$ cat src/rtl/ram_bist_pkg.sv
// Shared types and the March C- element table for the RAM BIST initiator.
package ram_bist_pkg;

  typedef enum logic [1:0] {
    ST_IDLE  = 2'd0,
    ST_RUN   = 2'd1,
    ST_CHECK = 2'd2,
    ST_DONE  = 2'd3
  } state_t;

  localparam int         ELEM_CNT  = 6;
  localparam logic [2:0] LAST_ELEM = 3'(ELEM_CNT - 1);

  typedef struct packed {
    logic dir_down;  // 1: walk DEPTH-1 down to 0
    logic rd_en;
    logic rd_bit;    // expected value, replicated across the word
    logic wr_en;
    logic wr_bit;    // written value, replicated across the word
  } march_t;

  // March C-: up(w0) up(r0,w1) up(r1,w0) down(r0,w1) down(r1,w0) down(r0)
  localparam march_t MARCH_TBL [ELEM_CNT] = '{
    '{dir_down: 1'b0, rd_en: 1'b0, rd_bit: 1'b0, wr_en: 1'b1, wr_bit: 1'b0},
    '{dir_down: 1'b0, rd_en: 1'b1, rd_bit: 1'b0, wr_en: 1'b1, wr_bit: 1'b1},
    '{dir_down: 1'b0, rd_en: 1'b1, rd_bit: 1'b1, wr_en: 1'b1, wr_bit: 1'b0},
    '{dir_down: 1'b1, rd_en: 1'b1, rd_bit: 1'b0, wr_en: 1'b1, wr_bit: 1'b1},
    '{dir_down: 1'b1, rd_en: 1'b1, rd_bit: 1'b1, wr_en: 1'b1, wr_bit: 1'b0},
    '{dir_down: 1'b1, rd_en: 1'b1, rd_bit: 1'b0, wr_en: 1'b0, wr_bit: 1'b0}
  };

endpackage

$ cat src/rtl/bist_addr_counter.sv
// Up/down address counter with parallel load; it parks at the terminal
// address instead of wrapping, so DEPTH need not be a power of two.
module bist_addr_counter #(
  parameter int DEPTH = 256,
  parameter int AW    = $clog2(DEPTH)
) (
  input  logic          i_Clk,
  input  logic          i_Rst,
  input  logic          i_Load,
  input  logic [AW-1:0] i_Load_Val,
  input  logic          i_En,
  input  logic          i_Down,
  output logic [AW-1:0] o_Addr,
  output logic          o_Term
);

  localparam logic [AW-1:0] ADDR_LAST = AW'(DEPTH - 1);

  logic [AW-1:0] r_Addr;

  assign o_Addr = r_Addr;
  assign o_Term = i_Down ? (r_Addr == '0) : (r_Addr == ADDR_LAST);

  // NOTE: sequential state is assigned with <= so every register samples pre-edge values.
  always_ff @(posedge i_Clk or posedge i_Rst) begin
    if (i_Rst) begin
      r_Addr <= '0;
    end else if (i_Load) begin
      r_Addr <= i_Load_Val;
    end else if (i_En && !o_Term) begin
      r_Addr <= i_Down ? r_Addr - 1'b1 : r_Addr + 1'b1;
    end
  end

endmodule

$ cat src/rtl/ram_march_bist.sv
// March C- BIST initiator: port A writes, port B reads back one cycle later;
// the first mismatch aborts the run and is captured for software.
module ram_march_bist
  import ram_bist_pkg::*;
#(
  parameter int WIDTH = 8,
  parameter int DEPTH = 256
) (
  input  logic                     i_Clk,
  input  logic                     i_Rst,
  input  logic                     i_Start,
  output logic                     o_Busy,
  output logic                     o_Done,
  output logic                     o_Pass,
  output logic [$clog2(DEPTH)-1:0] o_Fail_Addr,
  output logic [2:0]               o_Fail_Elem,
  output logic [WIDTH-1:0]         o_Fail_Data,
  output logic [$clog2(DEPTH)-1:0] o_PortA_Addr,
  output logic [WIDTH-1:0]         o_PortA_Data,
  output logic                     o_PortA_WE,
  output logic [$clog2(DEPTH)-1:0] o_PortB_Addr,
  input  logic [WIDTH-1:0]         i_PortB_Data
);

  localparam int            AW        = $clog2(DEPTH);
  localparam logic [AW-1:0] ADDR_LAST = AW'(DEPTH - 1);

  state_t           r_State;
  logic [2:0]       r_Elem;
  logic             r_Pass;
  logic [AW-1:0]    r_Fail_Addr;
  logic [2:0]       r_Fail_Elem;
  logic [WIDTH-1:0] r_Fail_Data;

  logic             r_Cmp_Valid;
  logic [WIDTH-1:0] r_Cmp_Exp;
  logic [AW-1:0]    r_Cmp_Addr;
  logic [2:0]       r_Cmp_Elem;

  logic [AW-1:0]    w_Addr;
  logic             w_Term;
  march_t           w_Entry;
  march_t           w_Next_Entry;
  logic [2:0]       w_Next_Elem;
  logic             w_Run;
  logic             w_Start_Go;
  logic             w_Mismatch;
  logic             w_Advance;
  logic             w_Load;
  logic [AW-1:0]    w_Load_Val;

  assign w_Entry      = MARCH_TBL[r_Elem];
  assign w_Next_Elem  = (r_Elem == LAST_ELEM) ? r_Elem : r_Elem + 3'd1;
  assign w_Next_Entry = MARCH_TBL[w_Next_Elem];

  assign w_Run      = (r_State == ST_RUN);
  assign w_Start_Go = (r_State == ST_IDLE) && i_Start;
  assign w_Mismatch = r_Cmp_Valid && (i_PortB_Data != r_Cmp_Exp);
  assign w_Advance  = w_Run && !w_Mismatch;

  // Reload at each element boundary so the next element starts without a gap cycle
  assign w_Load     = w_Start_Go || (w_Advance && w_Term && (r_Elem != LAST_ELEM));
  assign w_Load_Val = (!w_Start_Go && w_Next_Entry.dir_down) ? ADDR_LAST : '0;

  bist_addr_counter #(
    .DEPTH (DEPTH),
    .AW    (AW)
  ) u_addr_counter (
    .i_Clk      (i_Clk),
    .i_Rst      (i_Rst),
    .i_Load     (w_Load),
    .i_Load_Val (w_Load_Val),
    .i_En       (w_Advance),
    .i_Down     (w_Entry.dir_down),
    .o_Addr     (w_Addr),
    .o_Term     (w_Term)
  );

  always_ff @(posedge i_Clk or posedge i_Rst) begin
    if (i_Rst) begin
      r_State     <= ST_IDLE;
      r_Elem      <= '0;
      r_Pass      <= 1'b0;
      r_Fail_Addr <= '0;
      r_Fail_Elem <= '0;
      r_Fail_Data <= '0;
    end else begin
      case (r_State)
        ST_IDLE: begin
          if (i_Start) begin
            r_State     <= ST_RUN;
            r_Elem      <= '0;
            r_Pass      <= 1'b0;
            r_Fail_Addr <= '0;
            r_Fail_Elem <= '0;
            r_Fail_Data <= '0;
          end
        end
        ST_RUN: begin
          if (w_Mismatch) begin
            r_State     <= ST_DONE;
            r_Fail_Addr <= r_Cmp_Addr;
            r_Fail_Elem <= r_Cmp_Elem;
            r_Fail_Data <= i_PortB_Data;
          end else if (w_Term) begin
            if (r_Elem == LAST_ELEM) begin
              r_State <= ST_CHECK;
            end else begin
              r_Elem <= r_Elem + 3'd1;
            end
          end
        end
        ST_CHECK: begin
          r_State <= ST_DONE;
          if (w_Mismatch) begin
            r_Fail_Addr <= r_Cmp_Addr;
            r_Fail_Elem <= r_Cmp_Elem;
            r_Fail_Data <= i_PortB_Data;
          end else begin
            r_Pass <= 1'b1;
          end
        end
        ST_DONE: r_State <= ST_IDLE;
        default: r_State <= ST_IDLE;
      endcase
    end
  end

  // Expected value travels alongside the registered RAM read latency
  always_ff @(posedge i_Clk or posedge i_Rst) begin
    if (i_Rst) begin
      r_Cmp_Valid <= 1'b0;
      r_Cmp_Exp   <= '0;
      r_Cmp_Addr  <= '0;
      r_Cmp_Elem  <= '0;
    end else begin
      r_Cmp_Valid <= w_Advance && w_Entry.rd_en;
      r_Cmp_Exp   <= {WIDTH{w_Entry.rd_bit}};
      r_Cmp_Addr  <= w_Addr;
      r_Cmp_Elem  <= r_Elem;
    end
  end

  assign o_Busy       = w_Run || (r_State == ST_CHECK);
  assign o_Done       = (r_State == ST_DONE);
  assign o_Pass       = r_Pass;
  assign o_Fail_Addr  = r_Fail_Addr;
  assign o_Fail_Elem  = r_Fail_Elem;
  assign o_Fail_Data  = r_Fail_Data;
  assign o_PortA_Addr = w_Addr;
  assign o_PortA_Data = w_Run ? {WIDTH{w_Entry.wr_bit}} : '0;
  assign o_PortA_WE   = w_Advance && w_Entry.wr_en;
  assign o_PortB_Addr = w_Addr;

endmodule

$ cat config.mk
export PLATFORM = sky130hd
export DESIGN_NAME = ram_march_bist
export DESIGN_NICKNAME = d
export VERILOG_FILES = /design/src/rtl/ram_bist_pkg.sv /design/src/rtl/bist_addr_counter.sv /design/src/rtl/ram_march_bist.sv
export SDC_FILE = /design/constraint.sdc
export NUM_CORES = 1
export LEC_CHECK = 0
export CAP_MARGIN = 10
export CORE_ASPECT_RATIO = 0.5
export CORE_MARGIN = 10
export CORE_UTILIZATION = 40
export CTS_CLUSTER_DIAMETER = 200
export DETAILED_ROUTE_END_ITERATION = 6
export PLACE_DENSITY_LB_ADDON = 0.2
export SYNTH_ARGS = -nofsm -noshare
export SYNTH_HDL_FRONTEND = slang
export SYNTH_HIERARCHICAL = 1
export SYNTH_SLANG_ARGS = --single-unit
$ cat constraint.sdc
create_clock -name i_Clk -period 8.6 [get_ports i_Clk]
set_clock_uncertainty 0.05 [all_clocks]
set_input_delay 1.72 -clock i_Clk [delete_from_list [all_inputs] [get_ports i_Clk]]
set_output_delay 1.72 -clock i_Clk [all_outputs]
set_load 0.03 [all_outputs]
==> summary.md <==
| Metric | Value |
|---|---|
| Clock tree buffer depth | 2 |
| Clock sink count | 46 |
| Commonest non-fill, non-tap cell in the layout | clkdlybuf4s50_1 |
| Max-Cap Viols | 0 |
| Max Freq | 175.9 MHz |
| # Post-CTS Setup Buffers | 0 |
| CTS tree | done |
| Util after Layout | 0.5170 |
| Mapped Area | 2818 sq um |
| Top cell type by total area after synthesis | dfrtp_1 |
| Slew @ Worst Pin | ~1100 ps |
| DRT Pass-1 Iters | 4 |
| Most used DFF post-synth | dfrtp_1 |
| H-tree depth | 2 |
| Io pins | between 50 and 60 |
| Nets | 353 |
| Tmin final | 5684 ps |
| DRT Wirelength | 6507 um |
| Slew HR | 0.2669 |
| Post-Layout Inst Area | approximately 3500 sq um |
| Placement row count | 21 |
| Hold Slack | 442.2 ps |
| Crit path DAT | about 3900 ps |
| Ys Warns | 6 |
| Synthesis-to-layout area growth | 23.89% |
| Post-synthesis sequential area ratio | 0.4085 |
| Vias | 2140 |
| Initial antenna violation count | 0 |
| Cell Pwr Density | 325.2 nW/um^2 |
| CTS buffer count | 5 |
| Final Power | between 0.001 and 0.0015 W |
| Synth Instances | roughly 290 |
| Largest net degree at the start of global routing | 39 |
| Leak pwr | 1.643 nW |
| DRT iter0 DRCs | 169 |
| ANT nets after route | 0 |
| Share of layout cells above drive strength 1 | 0.07339 |
| Routability cong. | around 0.86 |
| RSZ-0062 raised after global routing | no |
| Die X | approximately 140 um |
| Final hold viol count | 0 |
| Finish-stage setup viols | 0 |
| Most frequent cells in the layout | 57 x clkdlybuf4s50_1, 46 x dfrtp_1, 37 x inv_1 |
| Clock slew at reported path FFs | approximately 60 ps |
| DIE AREA | ~11000 sq um |
| DRC | 0 |
| Overall Global Routing Usage | 0.1178 |
| Setup TNS Final | 0 ps |
| Clk_lat worst skew | 290 ps |
| CP required | 6830 ps |
| Via density | 5.107 |
| Seq cells post-synth | 46 |
| Vias in the first global route | 2154 |
| HPWL after DPL | 4855 um |
| EDFF count, synth | 0 |
| Crit start category | input pin |
| Post-synth ARST share | 1.000 |
| Root Buffer | clkbuf_16 |
| Hold_buf cts | 0 |
| Post-cts sizing count | 0 |
| Crit. End Element | output pin |
| Worst Setup Path Type | input pin to output pin |
| Per-cell routed wire length | roughly 16 um |
| N_diodes | 0 |
| Post-synth net total | roughly 310 |
| Core ar. | 6753 sq um |
| Final Max Slew Viols | 0 |
| Top cells by area, synth | dfrtp_1 41%, mux2i_1 8.5%, ha_1 6.7% |
| Top cell type's share of synthesized area | 0.4085 |
| Distinct cell type count after synthesis | 56 |
| Die H | a little under 80 um |
| First-pass GRT wire length | between 10000 and 15000 um |
| Cell Area, Placed | approximately 3300 sq um |
| Gr ovfl total | 0 |
| Worst vdd ir | roughly 120 uV |
| Outcome | finished, final reports clean |
| Avg Cell Area, Syn | 9.852 sq um |
| Number of I/O port buffers | 57 |
| Hold crit path type | flip-flop to flip-flop |
| Initial Utilization | 0.4173 |
| Largest fanout on the critical path | 6 |
| Tcrit/Tclk final | 0.6609 |
-- final cells by class --
cell class,count,area [sq um]
clock buffers,5,125.1
clock inverters,3,43.79
fillers,622,3262
inverters,37,138.9
multi-input cells,178,1339
flip-flops and latches,46,1151
well taps,92,115.1
repair buffers,58,578.1
-- final timing paths --
path | start | end | slack [ps] | depth (start not counted)
min in group asynchronous | i_Rst | u_addr_counter/o_Addr[0]$_DFFE_PP0P_ | 1660 | 2
setup reg to reg | r_Elem[0]$_DFFE_PP0P_ | u_addr_counter/o_Addr[7]$_DFFE_PP0P_ | 4730 | 11
hold / removal | r_Cmp_Addr[7]$_DFF_PP0_ | o_Fail_Addr[7]$_DFFE_PP0P_ | 440 | 2
setup / recovery | i_PortB_Data[1] | o_PortA_WE | 2920 | 6
hold reg to reg | r_Cmp_Addr[7]$_DFF_PP0_ | o_Fail_Addr[7]$_DFFE_PP0P_ | 440 | 2
max in group asynchronous | i_Rst | o_Fail_Data[3]$_DFFE_PP0P_ | 6340 | 3
-- Yosys cell counts, types with 2 or more instances --
library cell	n
ha_1	15
a211oi_1	4
nand4_1	5
and3_1	3
o21a_1	2
nor2b_1	3
o21ai_0	11
a21oi_1	9
nand3_1	8
and2_1	3
o311a_1	2
o211ai_1	2
nand2_1	33
nor4b_1	3
o31ai_1	3
buf_12	2
xnor2_1	3
mux2i_1	24
dfrtp_1	46
mux2_2	2
buf_2	2
inv_1	37
o21ai_1	2
clkbuf_1	4
a21o_1	3
buf_4	16
nand2b_1	2
nor2_1	9
-- per-layer routing --
layer	track usage	vias up	routed length [um]
met5	0	-	0
met4	0.03416	0	59
met3	0.03504	6	386
met2	0.1979	52	3130
met1	0.1450	1035	2931
li1	-	1047	-
-- critical path: stages --
cell and delay (ps):
clkdlybuf4s50_1 440, nor4_1 340, and3_1 420, o31ai_4 130, a21oi_1 160, clkdlybuf4s50_1 700
-- where the power goes --
group          internal (W)  total [W]  switching [W]
Combinational      0.000228   0.000562       0.000333
Sequential         0.000287   0.000351      0.0000645
Clock              0.000138   0.000222      0.0000845
Total              0.000653    0.00114       0.000482
-- logic make-up after synthesis --
group           count (synthesis)  synth area share
compound gates                 51            0.1350
xor+xnor                        4           0.01244
fa+ha+maj                      16           0.07371
buf+inv                        62            0.1163
flops                          46            0.4085
mux                            27           0.09858
simple gates                   80            0.1554
-- sequential cells by signal, indices dropped and copies added (netlist names) --
register,cells
r_Cmp_Exp,1
o_Fail_Addr,8
r_Cmp_Elem,3
r_Cmp_Addr,8
u_addr_counter/o_Addr,8
r_State,2
r_Elem,3
o_Fail_Data,8
o_Fail_Elem,3
o_Pass,1
r_Cmp_Valid,1
-- through the flow --
| stage | instances | setup WS (ps) |
|---|---|---|
| after floorplan | 286 | 3918 |
| after global placement | 411 | 2971 |
| after detailed placement | 411 | 2912 |
| after CTS | 419 | 2914 |
| after global routing | 419 | 2761 |
| final | 419 | 2916 |
(Power assumes the default switching activity.)
